### config.mk
export PLATFORM = sky130hd
export DESIGN_NAME = pulse_train_gen
export DESIGN_NICKNAME = d
export VERILOG_FILES = /design/src/rtl/pulse_gen_pkg.sv /design/src/rtl/phase_counter.sv /design/src/rtl/pulse_train_gen.sv
export SDC_FILE = /design/constraint.sdc
export NUM_CORES = 1
export LEC_CHECK = 0
export ABC_AREA = 1
export CORE_MARGIN = 8
export CORE_UTILIZATION = 57
export DETAILED_ROUTE_END_ITERATION = 16
export PLACE_DENSITY_LB_ADDON = 0.3
export SYNTH_ARGS = -nofsm -noshare
export SYNTH_HDL_FRONTEND = slang
export SYNTH_SLANG_ARGS = --single-unit
export TNS_END_PERCENT = 30
### constraint.sdc
create_clock -name clk -period 2.05 [get_ports clk]
set_input_delay 0.3075 -clock clk [delete_from_list [all_inputs] [get_ports clk]]
set_output_delay 0.3075 -clock clk [all_outputs]
set_load 0.02 [all_outputs]
### src/rtl/pulse_gen_pkg.sv
// -----------------------------------------------------------------------------
// pulse_gen_pkg
// Shared types and defaults for pulse_train_gen and its phase counter.
//   pg_state_e : train FSM state (IDLE / ACTIVE / GAP), 2-bit encoding
//   CNT_W_DEF  : default phase-counter width (cycles)
//   NUM_W_DEF  : default pulse-counter width
// No ports; imported with "import pulse_gen_pkg::*;".
// -----------------------------------------------------------------------------
package pulse_gen_pkg;

   localparam int unsigned CNT_W_DEF = 16;
   localparam int unsigned NUM_W_DEF = 8;

   typedef enum logic [1:0] {
      IDLE   = 2'd0,
      ACTIVE = 2'd1,
      GAP    = 2'd2
   } pg_state_e;

endpackage : pulse_gen_pkg

### src/rtl/phase_counter.sv
// -----------------------------------------------------------------------------
// phase_counter
// Loadable down-counter with terminal-count flag; times one phase (high or
// low) of the pulse train.
// Ports:
//   clk        : clock, rising edge
//   rst_n      : asynchronous active-low reset, clears the count
//   clr_i      : synchronous clear (highest priority)
//   load_i     : load load_val_i on the next edge
//   load_val_i : phase length in cycles (never 0 when loaded)
//   en_i       : decrement enable; the count holds at 0
//   tc_o       : high while the count is 1, i.e. the last cycle of the phase
// -----------------------------------------------------------------------------
module phase_counter #(
   parameter int unsigned W = 16
) (
   input  logic         clk,
   input  logic         rst_n,
   input  logic         clr_i,
   input  logic         load_i,
   input  logic [W-1:0] load_val_i,
   input  logic         en_i,
   output logic         tc_o
);

   logic [W-1:0] cnt_q, cnt_d;

   always_comb begin
      cnt_d = cnt_q;
      if (clr_i) begin
         cnt_d = '0;
      end else if (load_i) begin
         cnt_d = load_val_i;
      end else if (en_i && (cnt_q != '0)) begin
         cnt_d = cnt_q - W'(1);
      end
   end

   always_ff @(posedge clk or negedge rst_n) begin
      if (!rst_n) begin
         cnt_q <= '0;
      end else begin
         cnt_q <= cnt_d;
      end
   end

   assign tc_o = (cnt_q == W'(1));

endmodule : phase_counter

### src/rtl/pulse_train_gen.sv
// -----------------------------------------------------------------------------
// pulse_train_gen
// Drives a pulse train on signal_out from programmed high/low lengths and a
// pulse count, latched on an accepted start. Start/busy/done/err handshake.
// Optional macro PULSE_TRAIN_EDGE_STROBE_EN adds registered rise_out/fall_out
// strobes marking 0->1 / 1->0 transitions of signal_out.
// Ports:
//   clk, rst_n   : clock (rising edge), asynchronous active-low reset
//   start        : train request, sampled only in IDLE
//   abort        : stop the train, honoured in any cycle (wins over start)
//   high_len     : active-phase length in cycles
//   low_len      : idle-phase length in cycles
//   pulse_cnt    : number of pulses
//   signal_out   : registered waveform (IDLE_LEVEL when idle / in gap)
//   busy         : high from the cycle after accept until the train ends
//   done         : one-cycle pulse on normal completion
//   err          : one-cycle pulse on a start with a zero field
//   rise_out     : (macro only) 1 in the cycle signal_out first shows 0->1
//   fall_out     : (macro only) 1 in the cycle signal_out first shows 1->0
// -----------------------------------------------------------------------------
module pulse_train_gen
   import pulse_gen_pkg::*;
#(
   parameter int unsigned CNT_W      = CNT_W_DEF,
   parameter int unsigned NUM_W      = NUM_W_DEF,
   parameter bit          IDLE_LEVEL = 1'b0
) (
   input  logic             clk,
   input  logic             rst_n,
   input  logic             start,
   input  logic             abort,
   input  logic [CNT_W-1:0] high_len,
   input  logic [CNT_W-1:0] low_len,
   input  logic [NUM_W-1:0] pulse_cnt,
   output logic             signal_out,
   output logic             busy,
   output logic             done,
   output logic             err
`ifdef PULSE_TRAIN_EDGE_STROBE_EN
   ,
   output logic             rise_out,
   output logic             fall_out
`endif
);

   pg_state_e        state_q, state_d;
   logic [CNT_W-1:0] high_q, high_d;
   logic [CNT_W-1:0] low_q, low_d;
   logic [NUM_W-1:0] pulse_q, pulse_d;
   logic             sig_q, sig_d;
   logic             busy_q, busy_d;
   logic             done_q, done_d;
   logic             err_q, err_d;

   logic             ph_clr, ph_load, ph_en, ph_tc;
   logic [CNT_W-1:0] ph_val;

   logic             fields_ok;
   assign fields_ok = (high_len != '0) && (low_len != '0) && (pulse_cnt != '0);

   phase_counter #(.W(CNT_W)) u_phase (
      .clk        (clk),
      .rst_n      (rst_n),
      .clr_i      (ph_clr),
      .load_i     (ph_load),
      .load_val_i (ph_val),
      .en_i       (ph_en),
      .tc_o       (ph_tc)
   );

   // Next-state/output decode; the phase counter is reloaded in the same
   // cycle the state changes so each phase lasts exactly its programmed length.
   always_comb begin
      state_d = state_q;
      high_d  = high_q;
      low_d   = low_q;
      pulse_d = pulse_q;
      sig_d   = sig_q;
      busy_d  = busy_q;
      done_d  = 1'b0;
      err_d   = 1'b0;
      ph_clr  = 1'b0;
      ph_load = 1'b0;
      ph_en   = 1'b0;
      ph_val  = high_q;

      if (abort) begin
         // In IDLE this is a no-op apart from dropping a same-cycle start.
         state_d = IDLE;
         sig_d   = IDLE_LEVEL;
         busy_d  = 1'b0;
         pulse_d = '0;
         ph_clr  = 1'b1;
      end else begin
         unique case (state_q)
            IDLE: begin
               if (start) begin
                  if (fields_ok) begin
                     high_d  = high_len;
                     low_d   = low_len;
                     pulse_d = pulse_cnt;
                     ph_load = 1'b1;
                     ph_val  = high_len;
                     state_d = ACTIVE;
                     sig_d   = !IDLE_LEVEL;
                     busy_d  = 1'b1;
                  end else begin
                     err_d = 1'b1;
                  end
               end
            end
            ACTIVE: begin
               if (ph_tc) begin
                  ph_load = 1'b1;
                  ph_val  = low_q;
                  state_d = GAP;
                  sig_d   = IDLE_LEVEL;
               end else begin
                  ph_en = 1'b1;
               end
            end
            GAP: begin
               if (ph_tc) begin
                  if (pulse_q > NUM_W'(1)) begin
                     pulse_d = pulse_q - NUM_W'(1);
                     ph_load = 1'b1;
                     ph_val  = high_q;
                     state_d = ACTIVE;
                     sig_d   = !IDLE_LEVEL;
                  end else begin
                     pulse_d = '0;
                     state_d = IDLE;
                     sig_d   = IDLE_LEVEL;
                     busy_d  = 1'b0;
                     done_d  = 1'b1;
                  end
               end else begin
                  ph_en = 1'b1;
               end
            end
            default: begin
               state_d = IDLE;
               sig_d   = IDLE_LEVEL;
               busy_d  = 1'b0;
               ph_clr  = 1'b1;
            end
         endcase
      end
   end

   always_ff @(posedge clk or negedge rst_n) begin
      if (!rst_n) begin
         state_q <= IDLE;
         high_q  <= '0;
         low_q   <= '0;
         pulse_q <= '0;
         sig_q   <= IDLE_LEVEL;
         busy_q  <= 1'b0;
         done_q  <= 1'b0;
         err_q   <= 1'b0;
      end else begin
         state_q <= state_d;
         high_q  <= high_d;
         low_q   <= low_d;
         pulse_q <= pulse_d;
         sig_q   <= sig_d;
         busy_q  <= busy_d;
         done_q  <= done_d;
         err_q   <= err_d;
      end
   end

   assign signal_out = sig_q;
   assign busy       = busy_q;
   assign done       = done_q;
   assign err        = err_q;

`ifdef PULSE_TRAIN_EDGE_STROBE_EN
   // Strobes are registered from the same next-value as signal_out so they
   // line up with the cycle in which the new level first appears.
   logic rise_q, fall_q;

   always_ff @(posedge clk or negedge rst_n) begin
      if (!rst_n) begin
         rise_q <= 1'b0;
         fall_q <= 1'b0;
      end else begin
         rise_q <= sig_d & ~sig_q;
         fall_q <= ~sig_d & sig_q;
      end
   end

   assign rise_out = rise_q;
   assign fall_out = fall_q;
`endif

endmodule : pulse_train_gen

== After elaboration in Yosys (flattened, before gate mapping) ==
Index checks and enable logic that the tools add are counted.
W data, S select, Z words.

* Register bits after elaboration: 62
* Bits of input ports: 44
* Output and inout port bits: 4
* Logic and storage cells: 90

* Add/sub/neg operators: 2
* Magnitude comparators: 1
* Equal/unequal tests: 9
* Muxes and demuxes: 51
* Bitwise operators: 1
* Reductions and logical operators: 17

{| class="wikitable"
|+ Operators with widths
! kind !! count
|-
| $mux W16 || 7
|-
| $reduce_bool A16 Y1 || 3
|-
| $mux W8 || 5
|-
| $pmux W16 S2 || 1
|-
| $mux W1 || 28
|-
| $eq A16 B1 Y1 const B || 1
|-
| $pmux W8 S2 || 1
|-
| $sub A16 B1 Y16 const B || 1
|-
| $ne A3 B3 Y1 const B || 5
|-
| $reduce_and A4 Y1 || 3
|-
| $mux W2 || 5
|-
| $pmux W1 S3 || 3
|-
| $gt A8 B1 Y1 const B || 1
|-
| $reduce_bool A8 Y1 || 1
|-
| $sub A8 B1 Y8 const B || 1
|-
| $pmux W2 S3 || 1
|-
| $reduce_bool A3 Y1 || 2
|-
| $reduce_and A5 Y1 || 1
|-
| $logic_and A1 B1 Y1 || 3
|-
| $reduce_or A3 Y1 || 1
|-
| $eq A2 B1 Y1 const B || 1
|-
| $eq A2 B2 Y1 const B || 1
|-
| $logic_not A2 Y1 || 1
|-
| $ne A2 B2 Y1 const B || 1
|-
| 3 further kinds || 3
|}

== Logic depth before layout (Yosys ltp) ==
* Depth after elaboration: 9
* Depth in mapped cells: 15
* Mapped depth without buffers: 14

== By module ==
A second synthesis with hierarchy kept.

* Cell total of the unflattened synthesis: 606
* Area, all modules: 4219.0 um^2

{| class="wikitable"
|+ By module, submodules not included
! module !! instances !! cells an instance !! area each (um^2) !! seq. area each (um^2)
|-
| pulse_train_gen || 1 || 402 || 2961.6 || 1151.1
|-
| phase_counter || 1 || 204 || 1257.5 || 400.4
|}

== Worst setup path after synthesis ==
Ideal clock, no wire load.

* Kind: register to register
* Start point: register state_q[0]
* End point: register pulse_q[6]
* Library setup time: 0.127 ns
* Arrival: 1.772 ns
* Required time: 1.923 ns
* Setup slack: 0.151 ns
* Stages on the path, launching flop included: 14
* Path buffers: 2
* Clock period less this slack: 1.899 ns
* Path through: dfrtp_1 inv_1 ha_1 buf_2 inv_1 nor2_2 inv_1 o21ai_2 inv_2 nand2_2 a21oi_4 buf_6 nand3_1 o21ai_0

* Longest elaborated chain between the ends: 3
* Elaborated cells on any way between the ends: 9
* Classes of those cells: eq/ne (4); mux (2); reduce/logical (3)

{| class="wikitable"
|+ Ends and longest elaborated chain
! element !! line !! text
|-
| start: declaration || pulse_train_gen.sv:46 || <nowiki>pg_state_e state_q, state_d;</nowiki>
|-
| start signal: assignment || pulse_train_gen.sv:162 || <nowiki>state_q <= state_d;</nowiki>
|-
| $eq A2 B2 Y1 or $logic_not A2 Y1 (tied branches) || pulse_train_gen.sv:95 || <nowiki>unique case (state_q)</nowiki>
|-
| $ne A3 B3 Y1 (no source line) (tied with other cells) || -- ||
|-
| $reduce_and A4 Y1 (no source line) or $mux W8 (tied branches) || -- ||
|-
| end signal: assignment || pulse_train_gen.sv:165 || <nowiki>pulse_q <= pulse_d;</nowiki>
|-
| end: declaration || pulse_train_gen.sv:49 || <nowiki>logic [NUM_W-1:0] pulse_q, pulse_d;</nowiki>
|}

Several ways; a longest one is shown, not always the timed one.
A chain may end at the register's enable or synchronous reset.

== Worst setup path in the final report ==
* Start point: register pulse_q[0]
* End point: register u_phase.cnt_q[11]

* Longest elaborated chain between the ends: 7
* Elaborated cells on any way between the ends: 8
* Classes of those cells: order compare (1); mux (6); reduce/logical (1)

{| class="wikitable"
|+ Ends and longest elaborated chain
! element !! line !! text
|-
| $gt A8 B1 Y1 * || pulse_train_gen.sv:124 || <nowiki>if (pulse_q > NUM_W'(1)) begin</nowiki>
|-
| $mux W1 * || pulse_train_gen.sv:124 ||
|-
| $mux W1 * || pulse_train_gen.sv:123 || <nowiki>if (ph_tc) begin</nowiki>
|-
| $pmux W1 S3 * || pulse_train_gen.sv:95 ||
|-
| $mux W1 * || pulse_train_gen.sv:87 || <nowiki>if (abort) begin</nowiki>
|-
| $mux W16 || phase_counter.sv:32 || <nowiki>end else if (load_i) begin</nowiki>
|-
| $mux W16 || phase_counter.sv:30 || <nowiki>if (clr_i) begin</nowiki>
|-
| end signal: assignment || phase_counter.sv:43 || <nowiki>cnt_q <= cnt_d;</nowiki>
|-
| end: declaration || phase_counter.sv:26 || <nowiki>logic [W-1:0] cnt_q, cnt_d;</nowiki>
|}

Mark *: on every way between the ends. The rest lies on a longest branch, timed or not.

==> results.sh <==
export IMPL_drive_gt1_frac=0.184
export IMPL_status="completed"
export IMPL_worstPathBufferInverterCount=3
export IMPL_crit_arrival_ns=2.21
export IMPL_grt_pass1_vias=4281
export IMPL_hold_path_class="reg2reg"
export IMPL_start_util=0.575
export IMPL_postSynthRegisterBits=62
export IMPL_synth_top_area_frac=0.357
export IMPL_comb_power_share=0.573
export IMPL_synth_cells=631
export IMPL_synth_most_common_cell="nand2_1"
export IMPL_n_fill_cell=537
export IMPL_cts_tree="yes"
export IMPL_yosys_top_cells_count="nand2_1 (155), nor2_1 (98), nand3_1 (66)"
export IMPL_syn_area_um2=4350
export IMPL_drt_initial_drc_count=386
export IMPL_cts_sinks=62
export IMPL_synth_cell_types=36
export IMPL_synth_area_leaders="dfrtp_1 (36%), nand2_1 (13%), nor2_1 (8.5%), nand3_1 (7.6%), o21ai_0 (5.3%)"
export IMPL_critical_path_top_delay_family="simple AND/OR/NAND/NOR gates"
export IMPL_critPathSlowestCell="dfrtp_1"
export IMPL_routedWlPerCell_um=15.2
export IMPL_ys_warnings_count=0
export IMPL_register_area_um2=1550
export IMPL_core_area_um2=7570
export IMPL_maxSlewViolCount=0
export IMPL_synth_flop_cell="dfrtp_1"
export IMPL_yosysSeqAreaShare=0.357
export IMPL_power_mw=7.46
export IMPL_power_switching_mw=3.45
export IMPL_finalWorstSetupSlack_ns=0.0804
export IMPL_hold_violations=0
export IMPL_root_buffer="clkbuf_8"
export IMPL_die_h_um=103
export IMPL_drtPass1Iterations=6
export IMPL_cts_buffer_depth=2
export IMPL_clkPwrFrac=0.139
export IMPL_antenna_cells=0
export IMPL_numCtsBuffers=9
export IMPL_setup_viol=0
export IMPL_rsz0062_at_grt="true"
export IMPL_die_x_um=103
export IMPL_power_frac_seq=0.288
export IMPL_critical_path_cell_chain="inv_2, ha_4, inv_1, a21oi_2, nand3_2, nand2_2, nand2_1, nand2_2, nand2_4, buf_12, a21oi_1, nor2_1, nand2_1, nand2_1"
export IMPL_p_leak_nw=2.76
export IMPL_pre_cts_ws_ns=-0.128
export IMPL_synth_edf_count=0
export IMPL_routed_via_count=4632
export IMPL_p_sw_frac=0.463
export IMPL_yosysTopAreaCell="dfrtp_1"
export IMPL_grt_use_total=0.245
export IMPL_drv_cap=0
export IMPL_clkTransAtPathRegs_ns=0.07
export IMPL_cp_common_cell="nand2_1"
export IMPL_start_kind="flop"
export IMPL_dp_hpwl_um=8670
export IMPL_cp_data_required_time_ns=2.29
export IMPL_overflow=0
export IMPL_area_growth_pct=29.9
export IMPL_final_nets=781
export IMPL_crit_path_end_kind="flop"
export IMPL_io_pins=48
export IMPL_clock_skew_ns=0.00643
export IMPL_insertion_delay_ns=0.35
export IMPL_p_per_area_nw_per_um2=1320
export IMPL_die_area_um2=10700
export IMPL_htree_levels=3
export IMPL_syn_area_per_cell_um2=6.90
export IMPL_ir_worst_vdd_mv=0.805
export IMPL_finalCriticalPeriod_ns=1.97
export IMPL_fin_crit_sh=0.961
export IMPL_power_internal_mw=4.01
export IMPL_viasPerCell=5.55
export IMPL_fmax_ghz=0.508
export IMPL_worst_pin_slew_ns=0.354
export IMPL_ant_nets=0
export IMPL_synth_fp_nets=684
export IMPL_max_stage_delay_ns=0.41
export IMPL_finalWeightedCongestion=0.899
export IMPL_worstSetupPathType="reg2reg"
export IMPL_drc=0
export IMPL_portBuffers=47
export IMPL_antenna_found_initial=0
export IMPL_grt_pass1_wl_um=20500
export IMPL_async_reset_ff_frac=1.00
export IMPL_drt_total_wl_um=12700
export IMPL_slew_headroom=0.762
export IMPL_grt_max_degree=63
export IMPL_fp_row_count=32
export IMPL_multi_input_area_um2=2520
export IMPL_crit_fanout=15
## stage by stage
stage / instance area [um2] / utilization / hold slack [ns] / instances / TNS (ns)
floorplan: 4350 / - / 0.0119 / 631 / 0
global placement: 5320 / 0.703 / 0.347 / 812 / -1.80
detailed placement: 5320 / 0.703 / 0.346 / 812 / -3.52
CTS: 5530 / 0.730 / 0.497 / 830 / 0
global route: 5650 / 0.747 / 0.516 / 835 / -0.0472
finish: 5650 / 0.747 / 0.493 / 835 / 0
## power groups by stage
| stage | combinational [mW] | clock, mW | sequential, mW |
|---|---|---|---|
| 2_1_floorplan | 2.78 | 0 | 2.04 |
| 3_3_place_gp | 3.72 | 0 | 2.11 |
| 3_5_place_dp | 3.87 | 0 | 2.14 |
| 4_1_cts | 3.96 | 1.04 | 2.12 |
| 5_1_grt | 4.74 | 1.10 | 2.20 |
| 6_report | 4.28 | 1.03 | 2.15 |
## placed cells by master, fill, tap and decap left out, types with 8 or more instances in the layout
master             n
dfrtp_1           61
nor2_1            94
nand2_2            8
inv_2              8
a21oi_1           27
inv_1             54
buf_4             53
clkdlybuf4s50_1   46
nand2_1          154
mux2_2             9
o21ai_0           44
nor2_2             8
nand3_1           64
clkbuf_8          12
## repair_timing
action / in CTS / in global routing
endpoints found under the setup margin: 5 / 24
endpoints found under the hold margin: 62 / 0
pin swaps: 1 / 8
resized for setup: 1 / 24
hold buffers: 1 / 0
setup buffers: 1 / 3
gates cloned: 0 / 2
## routing by layer
metal / vias to the layer above / track usage / wire length [um]
li1: 2216 / - / -
met1: 2194 / 0.329 / 5530
met2: 199 / 0.387 / 6070
met3: 23 / 0.0422 / 893
met4: 0 / 0.0845 / 218
met5: - / 0 / 0
## sequential cells by signal (all words and copies together), names as in the netlist
register / cells
high_q: 16
low_q: 16
u_phase.cnt_q: 16
pulse_q: 8
state_q: 2
busy: 1
done: 1
err: 1
signal_out: 1
## cells by family (layout without fill, tap and decap cells)
group,Yosys count,count (layout),share of synthesized area
AO/OA/AOI/OAI,87,87,0.106
XOR/XNOR,14,14,0.0282
adder cells (fa/ha/maj),9,9,0.0259
buffers and inverters,91,191,0.0897
flip-flops,62,62,0.357
multiplexers,15,15,0.0388
AND/OR/NAND/NOR,353,355,0.355
## path summary, 6_finish.rpt
kind	from	to	slack [ns]	cells past startpoint
setup reg to reg	pulse_q[0]	u_phase.cnt_q[11]	0.08	14
hold reg to reg	signal_out	signal_out	0.49	2
setup / recovery	pulse_q[0]	u_phase.cnt_q[11]	0.08	14
hold / removal	signal_out	signal_out	0.49	2
max in group asynchronous	rst_n	high_q[0]	1.28	3
min in group asynchronous	rst_n	u_phase.cnt_q[13]	0.50	3
## worst min-delay path: stages, from the launching register on
cell and delay, ns:
dfrtp_1 0.36, nand2_1 0.05, nand2_1 0.05
## layout make-up
| cell class | count | area share |
|---|---|---|
| multi-input cells | 480 | 0.446 |
| flip-flops and latches | 62 | 0.275 |
| repair buffers | 108 | 0.179 |
| inverters | 67 | 0.0449 |
| clock buffers | 13 | 0.0299 |
| well taps | 102 | 0.0226 |
| clock inverters | 3 | 0.00310 |
Note: power is estimated with default switching activity, not from simulation.
==> patch 1, RTL diff (config.mk and constraints unchanged) <==
Add a define of `PULSE_TRAIN_EDGE_STROBE_EN`.
--- a/src/rtl/pulse_train_gen.sv
+++ b/src/rtl/pulse_train_gen.sv
@@ -18,6 +18,8 @@
 //   rise_out     : (macro only) 1 in the cycle signal_out first shows 0->1
 //   fall_out     : (macro only) 1 in the cycle signal_out first shows 1->0
 // -----------------------------------------------------------------------------
+`define PULSE_TRAIN_EDGE_STROBE_EN
+
 module pulse_train_gen
    import pulse_gen_pkg::*;
 #(
Check against the original RTL (old outputs only; new: fall_out and rise_out): equivalent (Yosys induction, for registers that start in step).
==> patch 1 against the original RTL <==
  * Non-clock buffer count decreased by 12
  * Cell area shrank 2.1%
  * Sequential cell count grew 2
  * Total power shrank 6.0%
  * First-iteration DRC count shrank 0.52%
  * Routed wire length down 7.1%
  * Area after synthesis is 2.9% higher
  * Clock skew fell by 0.0016 ns
  * Worst hold slack worse by 0.021 ns
  * Synthesized cell count increased by 5.9%
  * Setup slack better by 0.065 ns
  * Clock power shrank 6%
  * Count of clock-buffer cells in the layout shrank 1
  * Critical path type unchanged
  * Highest routed layer unchanged
==> patch 1: results <==
set metrics [dict create \
    post_cts_buffers 0 \
    worstPathMaxFanout 24 \
    min_to "rise_out" \
    power.share.sequential_pct 30.3 \
    gp_congestion 0.8923 \
    vias 4615 \
    critical-path-top-delay-family "buffers and inverters" \
    irDropWorstVdd_mv 0.6540 \
    place_ws_ns -0.1632 \
    multi_input_gates 513 \
    multi_input_area_share_pct 45.14 \
    post-route-util_pct 72.04 \
    met3_usage_pct 4.853 \
    drive_above_1_share_pct 14.29 \
    drt_pre_antenna_iters 5 \
    fin_hold_ws_ns 0.4727 \
    max_stage_delay_ns 0.45 \
    reg2reg_depth 8 \
    synth_common_cells "216 x nand2_1, 86 x nor2_1, 64 x dfrtp_1" \
    clk_share_pct 2.982 \
    worstMarginPinSlew_ns 0.4546 \
    outcome "finished clean" \
    wire_per_inst_um 13.76 \
    syn_nets 721 \
    use_met2_pct 36.66 \
    nClkBuffers 12 \
    fillers 630 \
    p_leak_nw 2.861 \
]
[patch 1: cell types whose count changed after synthesis, moves of 4 or more]
cell     before  now
nand2_1     155  216
nand3_1      66   54
nor2_1       98   86
nor2_2        4   15
mux2_2        9    0
mux2_1        6    0
nor3_1        6    1
o21ai_1       4    9
xor2_1        7   11
[patch 1: metal layers]
metal	up-vias	wire length, um
li1	2268	-
met1	2129	5115
met2	193	5645
met3	25	780
met4	0	263
met5	-	0
[patch 1: cells by family (layout without fill, tap and decap cells)]
| kind of cell | Yosys count | after routing | synth area share [%] |
|---|---|---|---|
| xor gates and xnor gates | 15 | 15 | 2.934 |
| AOI/OAI and AO/OA | 89 | 89 | 10.70 |
| adders and majority gates | 9 | 9 | 2.515 |
| and+or+nand+nor | 400 | 400 | 39.69 |
| buffers and inverters | 91 | 179 | 8.385 |
| DFF | 64 | 64 | 35.77 |
==> patch 2, RTL diff (config.mk and constraints unchanged) <==
Without the edit above. Add an input register stage for `start`, `abort`, `high_len`, `low_len` and `pulse_cnt`, without a reset; this delays them by one clock. Comments in the files are not updated.
--- a/src/rtl/pulse_train_gen.sv
+++ b/src/rtl/pulse_train_gen.sv
@@ -43,6 +43,20 @@
 `endif
 );
 
+   logic start_q;
+   logic abort_q;
+   logic [CNT_W-1:0] high_len_q;
+   logic [CNT_W-1:0] low_len_q;
+   logic [NUM_W-1:0] pulse_cnt_q;
+
+   always_ff @(posedge clk) begin
+      start_q     <= start;
+      abort_q     <= abort;
+      high_len_q  <= high_len;
+      low_len_q   <= low_len;
+      pulse_cnt_q <= pulse_cnt;
+   end
+
    pg_state_e        state_q, state_d;
    logic [CNT_W-1:0] high_q, high_d;
    logic [CNT_W-1:0] low_q, low_d;
@@ -56,7 +70,7 @@
    logic [CNT_W-1:0] ph_val;
 
    logic             fields_ok;
-   assign fields_ok = (high_len != '0) && (low_len != '0) && (pulse_cnt != '0);
+   assign fields_ok = (high_len_q != '0) && (low_len_q != '0) && (pulse_cnt_q != '0);
 
    phase_counter #(.W(CNT_W)) u_phase (
       .clk        (clk),
@@ -84,7 +98,7 @@
       ph_en   = 1'b0;
       ph_val  = high_q;
 
-      if (abort) begin
+      if (abort_q) begin
          // In IDLE this is a no-op apart from dropping a same-cycle start.
          state_d = IDLE;
          sig_d   = IDLE_LEVEL;
@@ -94,13 +108,13 @@
       end else begin
          unique case (state_q)
             IDLE: begin
-               if (start) begin
+               if (start_q) begin
                   if (fields_ok) begin
-                     high_d  = high_len;
-                     low_d   = low_len;
-                     pulse_d = pulse_cnt;
+                     high_d  = high_len_q;
+                     low_d   = low_len_q;
+                     pulse_d = pulse_cnt_q;
                      ph_load = 1'b1;
-                     ph_val  = high_len;
+                     ph_val  = high_len_q;
                      state_d = ACTIVE;
                      sig_d   = !IDLE_LEVEL;
                      busy_d  = 1'b1;
Formal check against the unedited RTL: not equivalent (Yosys sat finds a counterexample within 4 cycles, from zero or initial values and one cycle with rst_n low).
==> patch 2 against the original RTL <==
  * Area after synthesis up 21%
  * Total power up 8.9%
  * Global-route usage down 4.4 points
  * Critical path type unchanged
  * Critical endpoint unchanged
  * Sequential cell count up 42
  * Cell area up 9.2%
  * Routed wire length down 3.4%
  * Setup slack worse by 0.0059 ns
  * Via count down 0.13%
==> patch 2: results <==
set metrics [dict create \
    outcome "finished clean" \
    cts.clk_slew.worst_paths_ns 0.12 \
    worstSkewPairLatency_ns 0.37 \
    use_met2_pct 33.20 \
    p_leak_nw 2.968 \
    min_to "low_len_q[12]" \
    nonClockBufferCount 69 \
    min_path_type "in2reg" \
    gp_congestion 0.9004 \
    synth-async-reset-ratio_pct 59.62 \
    dpl.cell_count 838 \
    track_usage_pct 20.01 \
    wl_met1_um 5312 \
    clk_share_pct 3.079 \
    fillers 788 \
    finalPower_w 0.008121 \
    critPathLaunch "u_phase.cnt_q[0]" \
    hold_depth 1 \
    yosysUniqueCellTypes 39 \
    drive_above_1_share_pct 11.73 \
    pg_clk_w 0.00125 \
    fin_hold_ws_ns 0.3613 \
    syn_to_final_growth_pct 17.13 \
    post_cts_buffers 0 \
    min_from "low_len[12]" \
    reg2reg_depth 13 \
    wl_met2_um 5975 \
    seq_area_frac_synth_pct 45.36 \
    netlist_top_cells_area "dfrtp_1 29%, dfxtp_1 16%, nand2_1 11%" \
    synth_common_cells "152 x nand2_1, 101 x nor2_1, 67 x nand3_1" \
    drt_pre_antenna_iters 7 \
    multi_input_area_share_pct 40.75 \
    worstPathMaxFanout 8 \
    post_cts_resized 0 \
    syn_avg_cell_area_um2 7.654 \
    arrival_ns 2.24 \
    relSlewSlack_pct 65.24 \
    met3_usage_pct 4.133 \
    synth-seq-cells 104 \
    combPwrFrac_pct 47.6 \
    swShare_pct 43.80 \
]
==> patch 2: changes by cell type in the layout (fill, tap and decap cells not counted), sizes merged, moves of 3 or more <==
| cell | before | now |
|---|---|---|
| a21oi | 31 | 35 |
| mux2 | 15 | 6 |
| nor2 | 106 | 113 |
| inv | 63 | 73 |
| buf | 61 | 22 |
| xor2 | 7 | 11 |
| clkbuf | 13 | 10 |
| o21ai | 51 | 55 |
| dfxtp | 0 | 42 |
==> patch 2: worst max-delay path: stages, from the launching register on <==
cell	delay, ns
dfrtp_1	0.41
inv_1	0.11
ha_2	0.22
nand2_2	0.10
nor2_2	0.20
nand2_1	0.09
nand2_1	0.09
nor2_2	0.05
nor2_4	0.11
nand3_4	0.15
nand2_4	0.17
nor2_1	0.06
nand2_1	0.06
nand2_1	0.05
==> patch 2: kinds of logic after synthesis <==
kind of cell	share of synthesized area (%)
simple gates	30.94
flops	45.36
buf+inv	8.066
compound gates	9.561
xor+xnor	2.657
fa+ha+maj	2.135
mux	1.281
